`src/rtl/mips_pkg.sv`:
```
// Shared definitions for the fetch front end: widths, opcode field location,
// reset PC default and the fetch state encoding.
package mips_pkg;

  localparam int XLEN    = 32;
  localparam int ILEN    = 32;
  localparam int OPC_MSB = 31;
  localparam int OPC_LSB = 26;
  localparam int OPC_W   = OPC_MSB - OPC_LSB + 1;

  localparam logic [XLEN-1:0] RESET_PC_DEFAULT = 32'h0000_0000;

  typedef enum logic [1:0] {
    IDLE  = 2'd0,
    REQ   = 2'd1,
    WAIT  = 2'd2,
    DRAIN = 2'd3
  } fetch_state_e;

  // Fetch addresses are always word aligned; the low two bits are dropped.
  function automatic logic [XLEN-1:0] align_pc(input logic [XLEN-1:0] addr);
    return {addr[XLEN-1:2], 2'b00};
  endfunction

endpackage

```
`src/rtl/fetch_buffer.sv`:
```
// Small synchronous FIFO of fetched {instr, pc} pairs. Flush wins over push
// and pop. The head is read straight out of the storage registers, so there
// is no combinational path from the write side to the head outputs.
module fetch_buffer
  import mips_pkg::*;
#(
  parameter  int DEPTH = 2,
  localparam int CW    = $clog2(DEPTH) + 1
) (
  input  logic            clk,
  input  logic            reset,
  input  logic            push,
  input  logic            pop,
  input  logic            flush,
  input  logic [ILEN-1:0] push_instr,
  input  logic [XLEN-1:0] push_pc,
  output logic [ILEN-1:0] head_instr,
  output logic [XLEN-1:0] head_pc,
  output logic [XLEN-1:0] head_pc_plus4,
  output logic [CW-1:0]   count,
  output logic            empty,
  output logic            full
);

  localparam int AW = $clog2(DEPTH);

  logic [ILEN-1:0] instr_q [DEPTH];
  logic [XLEN-1:0] pc_q    [DEPTH];
  logic [AW-1:0]   wr_ptr;
  logic [AW-1:0]   rd_ptr;
  logic            do_push;
  logic            do_pop;

  assign empty   = (count == '0);
  assign full    = (count == CW'(DEPTH));
  assign do_pop  = pop && !empty;
  assign do_push = push && (!full || do_pop);

  assign head_instr    = instr_q[rd_ptr];
  assign head_pc       = pc_q[rd_ptr];
  assign head_pc_plus4 = head_pc + 32'd4;

  // Entry storage; contents are only meaningful below count, so no reset.
  always_ff @(posedge clk) begin
    if (do_push && !flush) begin
      instr_q[wr_ptr] <= push_instr;
      pc_q[wr_ptr]    <= push_pc;
    end
  end

  // Pointers and occupancy; pointers wrap naturally since DEPTH is a power of two.
  always_ff @(posedge clk) begin
    if (reset || flush) begin
      wr_ptr <= '0;
      rd_ptr <= '0;
      count  <= '0;
    end else begin
      if (do_push) wr_ptr <= wr_ptr + 1'b1;
      if (do_pop)  rd_ptr <= rd_ptr + 1'b1;
      case ({do_push, do_pop})
        2'b10:   count <= count + 1'b1;
        2'b01:   count <= count - 1'b1;
        default: count <= count;
      endcase
    end
  end

endmodule

```
`src/rtl/instr_fetch_unit.sv`:
```
// Instruction fetch stage: owns the PC, keeps at most one instruction-memory
// request outstanding, and only issues a request when a buffer slot is
// guaranteed for its response, so the response side never needs backpressure.
//
//   state | meaning
//   ------+-----------------------------------------------------------
//   IDLE  | nothing pending; waiting for a free buffer slot
//   REQ   | request presented at imem_addr = pc, waiting for ready
//   WAIT  | one live response outstanding, will be buffered
//   DRAIN | one stale response outstanding (after redirect), discarded
module instr_fetch_unit
  import mips_pkg::*;
#(
  parameter logic [XLEN-1:0] RESET_PC  = RESET_PC_DEFAULT,
  parameter int              BUF_DEPTH = 2
) (
  input  logic             clk,
  input  logic             reset,
  output logic             imem_req_valid,
  input  logic             imem_req_ready,
  output logic [XLEN-1:0]  imem_addr,
  input  logic             imem_rsp_valid,
  input  logic [ILEN-1:0]  imem_rsp_data,
  input  logic             redirect_valid,
  input  logic [XLEN-1:0]  redirect_pc,
  output logic             out_valid,
  input  logic             out_ready,
  output logic [ILEN-1:0]  out_instr,
  output logic [OPC_W-1:0] out_opcode,
  output logic [XLEN-1:0]  out_pc,
  output logic [XLEN-1:0]  out_pc_plus4
);

  localparam int             CW      = $clog2(BUF_DEPTH) + 1;
  localparam logic [CW-1:0]  DEPTH_C = CW'(BUF_DEPTH);

  fetch_state_e    state;
  logic [XLEN-1:0] pc;
  logic [XLEN-1:0] req_pc;
  logic [CW-1:0]   count;
  logic [CW-1:0]   count_after_write;
  logic            buf_empty;
  logic            buf_full;
  logic            rsp_take;
  logic            pop;

  assign imem_addr  = pc;
  assign out_valid  = !buf_empty;
  assign pop        = out_valid && out_ready;
  assign out_opcode = out_instr[OPC_MSB:OPC_LSB];

  // A redirect in the response cycle makes that response stale as well.
  assign rsp_take = (state == WAIT) && imem_rsp_valid && !redirect_valid;

  // Occupancy once the current response lands, accounting for a same-cycle pop.
  assign count_after_write = count + 1'b1 - CW'(pop);

  fetch_buffer #(
    .DEPTH (BUF_DEPTH)
  ) u_buf (
    .clk           (clk),
    .reset         (reset),
    .push          (rsp_take),
    .pop           (pop),
    .flush         (redirect_valid),
    .push_instr    (imem_rsp_data),
    .push_pc       (req_pc),
    .head_instr    (out_instr),
    .head_pc       (out_pc),
    .head_pc_plus4 (out_pc_plus4),
    .count         (count),
    .empty         (buf_empty),
    .full          (buf_full)
  );

  // Fetch sequencer: PC, request valid and state; redirect overrides normal flow.
  always_ff @(posedge clk) begin
    if (reset) begin
      state          <= IDLE;
      imem_req_valid <= 1'b0;
      pc             <= RESET_PC;
      req_pc         <= RESET_PC;
    end else if (redirect_valid) begin
      pc <= align_pc(redirect_pc);
      unique case (state)
        IDLE: begin
          state          <= REQ;
          imem_req_valid <= 1'b1;
        end
        REQ: begin
          if (imem_req_ready) begin
            state          <= DRAIN;
            imem_req_valid <= 1'b0;
          end else begin
            state          <= REQ;
            imem_req_valid <= 1'b1;
          end
        end
        WAIT, DRAIN: begin
          // A response arriving now is the stale one; nothing else is in flight.
          if (imem_rsp_valid) begin
            state          <= REQ;
            imem_req_valid <= 1'b1;
          end else begin
            state          <= DRAIN;
            imem_req_valid <= 1'b0;
          end
        end
        default: begin
          state          <= IDLE;
          imem_req_valid <= 1'b0;
        end
      endcase
    end else begin
      unique case (state)
        IDLE: begin
          if (!buf_full) begin
            state          <= REQ;
            imem_req_valid <= 1'b1;
          end
        end
        REQ: begin
          if (imem_req_ready) begin
            req_pc         <= pc;
            pc             <= pc + 32'd4;
            state          <= WAIT;
            imem_req_valid <= 1'b0;
          end
        end
        WAIT: begin
          if (imem_rsp_valid) begin
            if (count_after_write < DEPTH_C) begin
              state          <= REQ;
              imem_req_valid <= 1'b1;
            end else begin
              state          <= IDLE;
              imem_req_valid <= 1'b0;
            end
          end
        end
        DRAIN: begin
          if (imem_rsp_valid) begin
            state          <= REQ;
            imem_req_valid <= 1'b1;
          end
        end
        default: begin
          state          <= IDLE;
          imem_req_valid <= 1'b0;
        end
      endcase
    end
  end

endmodule

```
`config.mk`:
```
export PLATFORM = sky130hd
export DESIGN_NAME = instr_fetch_unit
export DESIGN_NICKNAME = d
export VERILOG_FILES = /design/src/rtl/mips_pkg.sv /design/src/rtl/fetch_buffer.sv /design/src/rtl/instr_fetch_unit.sv
export SDC_FILE = /design/constraint.sdc
export NUM_CORES = 1
export LEC_CHECK = 0
export BUFFER_PORTS_ARGS = -buffer_cell sky130_fd_sc_hd__buf_2
export CORE_ASPECT_RATIO = 2
export CORE_MARGIN = 2
export CORE_UTILIZATION = 55
export DETAILED_ROUTE_END_ITERATION = 16
export PLACE_DENSITY = 0.83
export SLEW_MARGIN = 15
export SYNTH_ARGS = -nofsm -noshare
export SYNTH_HDL_FRONTEND = slang
export SYNTH_HIERARCHICAL = 1
export SYNTH_SLANG_ARGS = --single-unit
```
`constraint.sdc`:
```
create_clock -name clk -period 13.1 [get_ports clk]
set_input_delay 0.655 -clock clk [delete_from_list [all_inputs] [get_ports clk]]
set_output_delay 0.655 -clock clk [all_outputs]
set_load 0.01 [all_outputs]
```
==> flow_summary.toml, run 1 <==
[timing]
final_period_minus_worst_setup_slack_ns = 3.89
final.period_utilization_pct = 29.7
timing.setup.tns_ns = 0
maxClockFrequency_mhz = 257
tightest_slew_ns = 1.11
timing.max_slew.rel_slack_pct = 26.2
whs_ns = 0.411
finalHoldViolCount = 0
final-max-slew-violation-count = 0
setup_violations = 0
timing.clock.skew_ns = 0.0103
grt_setup_unrepaired = "false"

[synth]
number_of_enable_type_register_cells_in_the_synthesized_netlist = 128
synth.yosys.seq_area_share_pct = 60.2
ys_ff_latch = 196
async_reset_ff_share_pct = 0
post_synth_instance_area_mm2 = 0.00865
yosys_top_cell_area_share_pct = 44.5
yosysWarnings = 6
number_of_instances_in_the_synthesized_netlist = 720
synth_top_cells_by_area = "edfxtp_1 (44%), dfxtp_1 (16%), mux2_2 (6.9%), nand2_1 (4.5%), xor2_1 (3.6%)"
synthDominantAreaCellType = "edfxtp_1"
synthFlopType = "edfxtp_1"
post_synth_num_cell_types = 52
synth.avg_cell_area_um2 = 12.0

[die]
fp.coreArea_mm2 = 0.0154
die-area_mm2 = 0.0168
core.rowCount = 64
initial_core_util_pct = 56.2
die_height_um = 181
top_level_port_count = 206
horizontal_die_dimension_um = 92.7

[finish]
flow.area_growth_from_synthesis_pct = 19.8
filler_cell_count = 1241
post-route-cell-area_mm2 = 0.0104
layout.nets = 981
layout.cells.most_common = "buf_2"
antenna_cells = 0
layout_common_cells = "buf_2 (201), edfxtp_1 (128), nand2_1 (103), dfxtp_1 (67), mux2_2 (53)"
share_of_layout_cells_above_drive_strength_1_pct = 33.9

[placed_design]
dpl_cell_area_mm2 = 0.00975
portBuffers = 201
gp_routability_congestion = 0.859
place.detailed.hpwl_mm = 13.0

[power]
seq_power_share_pct = 54.0
share_comb_of_total_power_pct = 5.1
net-switching-power_mw = 0.296
p_clk_share_pct = 40.9
ir_drop_mv = 0.0993
power.leakage_nw = 3.71
power-per-cell-area_mw_per_mm2 = 121
swShare_pct = 23.6
internal_power_mw = 0.959

[global_routing]
first_global_vias = 6052
grt_pass1_wl_mm = 29.1
overflow_left_after_global_routing = 0
grt_util_all_layers_pct = 22.0
antenna_found_initial = 0
largest_net_degree_at_the_start_of_global_routing = 71

[setup_path]
crit_path_max_incr_delay_ns = 0.66
timing.critical_path.max_delay_family = "buffers and inverters"
worst_setup_path_start_kind = "register"
crit_buf_inv = 2
crit_arrival_ns = 3.23
slowest_cell_on_the_critical_path = "buf_4"
worst_setup_path_end_kind = "output port"
timing.critical_path.cells = "buf_4 > nand3_1 > a22oi_1 > nand4_1 > nor4_2 > xor2_1 > buf_2"
cp_max_fo = 70
path_class = "register to output port"
worstPathRequired_ns = 12.44

[cts]
worstSkewPairLatency_ns = 0.43
clock_tree.htree_level_count = 4
clock_path_buffers = 2
tritoncts = "built"
post_cts_setup_bufs = 0
tritoncts.num_buffers = 17
cts.clk_slew.worst_paths_ns = 0.08
post_cts_hold_buffer_count = 0
postCtsResizedCells = 0
cts_sinks = 196
ctsRootBufferMaster = "clkbuf_16"

[run]
cap_viol_max_count = 0

[run_status]
status = "finished clean"

[drt]
postRouteAntennaNets = 0
drc_errors = 0
drtIter0Drc = 220
dr.pass1.iters = 4
wire_per_inst_um = 16.4
routed_wl_mm = 18.3
dr_total_vias = 6104
drt-vias-per-instance = 5.45

[hold_path]
min_path_type = "input pin to register"
-- per-stage QoR --
stage	std cells	util, %	worst slack, ns	power, mW
2_1_floorplan	725	-	6.47	0.727
3_3_place_gp	1088	63.4	9.66	0.754
3_5_place_dp	1088	63.4	9.66	0.756
4_1_cts	1120	67.4	9.18	1.27
5_1_grt	1120	67.4	8.88	1.30
6_report	1120	67.4	9.21	1.26
-- per-layer routing --
layer	global-route usage, %	wire length (um)	vias up
met5	0	0	-
met4	10.9	617	0
met3	3.59	755	38
met2	42.5	10400	181
met1	22.0	6560	2905
li1	-	-	2980
-- state kept, by name, indices dropped and copies added, names as in the netlist, named ones only --
name / count
u_buf/count: 2
imem_addr: 30
u_buf/instr_q: 64
req_pc: 30
state: 2
u_buf/rd_ptr: 1
u_buf/wr_ptr: 1
u_buf/pc_q: 64
imem_req_valid: 1
-- worst paths after layout --
kind / startpoint / to / slack (ns) / cells past startpoint
setup / recovery: register / out_pc_plus4[31] / 9.21 / 7
hold / removal: imem_rsp_data[2] / u_buf/instr_q[0][2]$_DFFE_PP_ / 0.41 / 1
setup reg to reg: u_buf/count[1]$_SDFFE_PP0P_ / u_buf/instr_q[1][26]$_DFFE_PP_ / 10.47 / 5
hold reg to reg: req_pc[4]$_SDFFE_PP0P_ / u_buf/pc_q[1][4]$_DFFE_PP_ / 0.46 / 0
-- power groups by stage --
| stage | Clock [mW] | Sequential, mW | Combinational [mW] |
|---|---|---|---|
| floorplan | 0 | 0.692 | 0.0345 |
| global placement | 0 | 0.692 | 0.0623 |
| detailed placement | 0 | 0.692 | 0.0642 |
| CTS | 0.524 | 0.678 | 0.0645 |
| global route | 0.547 | 0.680 | 0.0711 |
| finish | 0.513 | 0.678 | 0.0640 |
-- layout make-up --
class	count	area (um^2)	share of cell area, %
repair buffers	206	1040	10.1
clock inverters	14	156	1.51
flip-flops and latches	196	5210	50.3
clock buffers	18	450	4.35
multi-input cells	473	3200	30.9
inverters	15	56.3	0.543
well taps	198	248	2.39
-- worst reg2reg max path: cells and delay by family, from the launching register on --
family	cells	cell delay, ns
AOI/OAI and AO/OA	1	0.31
buffers and inverters	1	0.69
and+or+nand+nor	3	0.73
DFF	1	0.49
-- synth_stat cells, drive strengths merged (3+ instances only) --
cell,instances
xnor2,21
nor2b,6
dfxtp,68
nand4b,3
buf,24
nand2b,7
a21oi,44
a22oi,3
xor2,36
clkbuf,17
nand2,104
nand3,28
o21ai,8
mux2,53
a32o,4
a21o,5
nand4,19
o22ai,3
edfxtp,128
nor3,12
a211oi,21
nand3b,7
mux2i,9
nor2,44
inv,15
nor4,14
-- cell families after synthesis --
group | share of synthesized area (%)
adder cells (fa/ha/maj) | 0.289
AND/OR/NAND/NOR | 15.5
buffers and inverters | 3.18
XOR/XNOR | 5.77
AO/OA/AOI/OAI | 7.11
multiplexers | 7.95
flip-flops | 60.2
other | 0.0434
No activity file was read; power rests on OpenSTA's default activity.
==> run 2, diff against run 1 <==
- CORE_UTILIZATION: 55 -> 49
- PLACE_DENSITY: 0.83 -> 0.78
- clock period: 13.1 -> 3.5 ns (I/O delays scaled with it)
==> flow_summary.toml, run 2 (synthesis results as in run 1) <==
[drt]
routed_wl_mm = 19.1
wire_per_inst_um = 16.2
postRouteAntennaNets = 0
drtIter0Drc = 296
drc_errors = 0
dr_total_vias = 6307
drt-vias-per-instance = 5.35
dr.pass1.iters = 5

[timing]
setup_violations = 0
final_period_minus_worst_setup_slack_ns = 3.06
tightest_slew_ns = 1.10
grt_setup_unrepaired = "false"
timing.clock.skew_ns = 0.0118
final.period_utilization_pct = 87.4
maxClockFrequency_mhz = 327
timing.setup.tns_ns = 0
whs_ns = 0.0154
final-max-slew-violation-count = 0
timing.max_slew.rel_slack_pct = 26.5
finalHoldViolCount = 0

[finish]
layout.nets = 1027
share_of_layout_cells_above_drive_strength_1_pct = 32.5
largest_registers = "u_buf/instr_q (64), u_buf/pc_q (64)"
layout_common_cells = "buf_2 (201), edfxtp_1 (128), nand2_1 (103), dfxtp_1 (67), mux2_2 (53)"
post-route-cell-area_mm2 = 0.0108
filler_cell_count = 1404
flow.area_growth_from_synthesis_pct = 25.4
antenna_cells = 0
layout.cells.most_common = "buf_2"
post-route-util_pct = 62.8

[placed_design]
place.detailed.hpwl_mm = 13.6
dpl_cell_area_mm2 = 0.00982
portBuffers = 201
gp_routability_congestion = 0.850

[die]
horizontal_die_dimension_um = 97.9
core.rowCount = 68
top_level_port_count = 206
die_height_um = 192
die-area_mm2 = 0.0188
fp.coreArea_mm2 = 0.0173
initial_core_util_pct = 50.1

[global_routing]
overflow_left_after_global_routing = 0
grt_util_all_layers_pct = 20.2
first_global_vias = 6236
grt_pass1_wl_mm = 30.1
antenna_found_initial = 0
largest_net_degree_at_the_start_of_global_routing = 65

[cts]
ctsRootBufferMaster = "clkbuf_16"
cts.clk_slew.worst_paths_ns = 0.07
post_cts_setup_bufs = 0
worstSkewPairLatency_ns = 0.43
post_cts_hold_buffer_count = 44
tritoncts.num_buffers = 17
clock_tree.htree_level_count = 4
cts_sinks = 196
postCtsResizedCells = 0
clock_path_buffers = 2
tritoncts = "built"

[hold_path]
min_path_type = "input pin to register"

[power]
ir_drop_mv = 0.351
power-per-cell-area_mw_per_mm2 = 435
power.leakage_nw = 3.91

[setup_path]
reg2reg_slack_ns = 1.04
crit_arrival_ns = 2.88
worst_setup_path_end_kind = "output port"
cp_max_fo = 36
worst_setup_path_start_kind = "register"
path_class = "register to output port"
worstPathRequired_ns = 3.32

[run_status]
status = "finished clean"

[run]
cap_viol_max_count = 0
-- run 2: stage by stage --
step / power (mW) / setup WS, ns / instances
floorplan: 2.72 / 0.159 / 725
global placement: 2.83 / 0.895 / 1102
detailed placement: 2.84 / 0.890 / 1102
CTS: 4.76 / 0.417 / 1178
global route: 4.88 / 0.241 / 1178
finish: 4.71 / 0.442 / 1178
-- run 2: metal layers --
| layer | global-route usage (%) | vias to the layer above | part of all wire, % |
|---|---|---|---|
| li1 | - | 3076 | - |
| met1 | 20.8 | 2993 | 36 |
| met2 | 38.2 | 193 | 56 |
| met3 | 2.98 | 45 | 4.0 |
| met4 | 11.4 | 0 | 3.9 |
| met5 | 0 | - | 0 |
-- run 2: final timing paths --
kind / startpoint / end / depth (start not counted)
max: register / out_pc_plus4[30] / 8
min: redirect_pc[21] / imem_addr[21]$_SDFFE_PP0P_ / 3
max reg2reg: state[0]$_SDFFE_PP0P_ / u_buf/instr_q[1][21]$_DFFE_PP_ / 4
min reg2reg: req_pc[3]$_SDFFE_PP0P_ / u_buf/pc_q[0][3]$_DFFE_PP_ / 0
-- run 2: final cells by class --
type | count | area, um^2 | area share, %
timing repair buffer | 252 | 1520 | 14.1
clock inverter | 14 | 139 | 1.28
inverter | 15 | 56.3 | 0.519
tap | 210 | 263 | 2.42
sequential | 196 | 5210 | 48.1
clock buffer | 18 | 439 | 4.05
multi-input combinational | 473 | 3210 | 29.6
-- run 2: worst max-delay path, stage by stage (launching register included) --
cell and delay [ns]:
dfxtp_4 0.59, mux2_2 0.25, ha_1 0.20, inv_1 0.09, a211oi_4 0.36, nand4_4 0.26, nor4_2 0.38, xor2_1 0.17
buf_2 0.15
-- run 2: power by group --
part	total [mW]	switching, mW	internal [mW]	leakage, nW
Sequential	2.54	0.0525	2.49	1.61
Clock	1.89	0.868	1.02	0.285
Combinational	0.281	0.145	0.136	2.01
==> run 3, diff against run 2 <==
--- a/config.mk
+++ b/config.mk
@@ -13,3 +13,2 @@
 export PLACE_DENSITY = 0.78
-export SLEW_MARGIN = 15
 export SYNTH_ARGS = -nofsm -noshare
--- a/constraint.sdc
+++ b/constraint.sdc
@@ -3,2 +3,2 @@
 set_output_delay 0.175 -clock clk [all_outputs]
-set_load 0.01 [all_outputs]
+set_load 0.02 [all_outputs]
==> flow_summary.toml, run 3 (synthesis results as in run 1) <==
[global_routing]
largest_net_degree_at_the_start_of_global_routing = 65
antenna_found_initial = 0
grt_pass1_wl_mm = 30.1
grt_util_all_layers_pct = 20.4
first_global_vias = 6219
overflow_left_after_global_routing = 0

[cts]
worstSkewPairLatency_ns = 0.43
post_cts_hold_buffer_count = 44
clock_path_buffers = 2
post_cts_setup_bufs = 0
tritoncts.num_buffers = 17
postCtsResizedCells = 0
tritoncts = "built"
cts.clk_slew.worst_paths_ns = 0.07
cts_sinks = 196
clock_tree.htree_level_count = 4
ctsRootBufferMaster = "clkbuf_16"

[die]
initial_core_util_pct = 50.1
core.rowCount = 68
die_height_um = 192
die-area_mm2 = 0.0188
fp.coreArea_mm2 = 0.0173
top_level_port_count = 206
horizontal_die_dimension_um = 97.9

[timing]
final.period_utilization_pct = 88.9
finalHoldViolCount = 0
timing.clock.skew_ns = 0.0121
timing.max_slew.rel_slack_pct = 26.1
maxClockFrequency_mhz = 321
grt_setup_unrepaired = "false"
final-max-slew-violation-count = 0
final_period_minus_worst_setup_slack_ns = 3.11
tightest_slew_ns = 1.11
setup_violations = 0
timing.setup.tns_ns = 0

[drt]
wire_per_inst_um = 16.4
routed_wl_mm = 19.4
postRouteAntennaNets = 0
dr_total_vias = 6276
dr.pass1.iters = 4
drt-vias-per-instance = 5.33
drtIter0Drc = 167
drc_errors = 0

[placed_design]
portBuffers = 201
place_inst = 1102
place.detailed.hpwl_mm = 13.4
gp_routability_congestion = 0.849

[setup_path]
worst_setup_path_end_kind = "output port"
worst_setup_path_start_kind = "register"
path_class = "register to output port"
worstPathRequired_ns = 3.32
crit_top_cell = "inv_1"
cp_max_fo = 30
crit_arrival_ns = 2.94
slowest_cell_on_the_critical_path = "dfxtp_4"
timing.critical_path.cells = "mux2i_1 > inv_1 > ha_1 > inv_1 > a211oi_4 > nand4_4 > nor4_2 > xor2_1 > buf_2"
crit_path_max_incr_delay_ns = 0.62

[finish]
share_of_layout_cells_above_drive_strength_1_pct = 32.5
multi_input_comb_area_mm2 = 0.00321
layout_common_cells = "buf_2 (201), edfxtp_1 (128), nand2_1 (103), dfxtp_1 (67), mux2_2 (53)"
area.sequential_mm2 = 0.00521
largest_registers = "u_buf/instr_q (64), u_buf/pc_q (64)"
flow.area_growth_from_synthesis_pct = 25.7
final_cells = 1178
layout.cells.most_common = "buf_2"
antenna_cells = 0
layout.nets = 1027
filler_cell_count = 1398

[power]
ir_drop_mv = 0.298
power.leakage_nw = 3.92
swShare_pct = 22.6
seq_power_share_pct = 53.4
power-per-cell-area_mw_per_mm2 = 438
internal_power_mw = 3.68
share_comb_of_total_power_pct = 6.5
p_clk_share_pct = 40.1
net-switching-power_mw = 1.08
power.total_mw = 4.76

[run_status]
status = "finished clean"

[hold_path]
min_path_type = "input pin to register"

[run]
cap_viol_max_count = 0
==> run 3: stage by stage <==
stage | util [%] | setup WS (ns) | area [um^2] | hold slack (ns)
final | 62.9 | 0.389 | 10900 | 0.0145
after global routing | 62.9 | 0.169 | 10900 | 0.00981
after CTS | 62.9 | 0.333 | 10900 | 0.000563
after detailed placement | 56.9 | 0.784 | 9830 | 0.368
after global placement | 56.9 | 0.830 | 9830 | 0.363
after floorplan | - | 0.147 | 8690 | 0.252
==> run 3: worst paths after layout <==
path / cells past startpoint / start / endpoint / slack, ns
max reg2reg: 4 / state[0]$_SDFFE_PP0P_ / u_buf/instr_q[1][10]$_DFFE_PP_ / 0.99
max: 9 / register / out_pc_plus4[30] / 0.39
min reg2reg: 0 / req_pc[27]$_SDFFE_PP0P_ / u_buf/pc_q[1][27]$_DFFE_PP_ / 0.45
min: 3 / redirect_pc[17] / imem_addr[17]$_SDFFE_PP0P_ / 0.01
==> run 3: power by group through the flow <==
stage / clock network [mW] / registers, mW / logic (mW)
finish: 1.91 / 2.54 / 0.310
global route: 2.04 / 2.55 / 0.338
CTS: 1.96 / 2.54 / 0.311
detailed placement: 0 / 2.59 / 0.271
global placement: 0 / 2.59 / 0.265
floorplan: 0 / 2.61 / 0.140
==> run 3: routing by layer <==
layer / part of all wire (%) / GRT usage, %
met2: 56 / 39.5
met5: 0 / 0
met4: 3.6 / 11.1
met3: 4.5 / 3.35
met1: 35 / 20.2
==> run 3: area by class of cell <==
cell class / count / share of cell area, %
inverter: 15 / 0.518
clock buffer: 23 / 4.71
multi-input combinational: 473 / 29.5
clock inverter: 9 / 0.726
tap: 210 / 2.42
sequential: 196 / 47.9
timing repair buffer: 252 / 14.1
==> run 3: critical path, delay by kind of cell (launching register included) <==
family | cells | cell delay (ns)
buffers and inverters | 3 | 0.37
muxes | 1 | 0.16
DFF | 1 | 0.62
adders and majority gates | 1 | 0.20
and+or+nand+nor | 2 | 0.63
AOI/OAI and AO/OA | 1 | 0.36
xor gates and xnor gates | 1 | 0.18
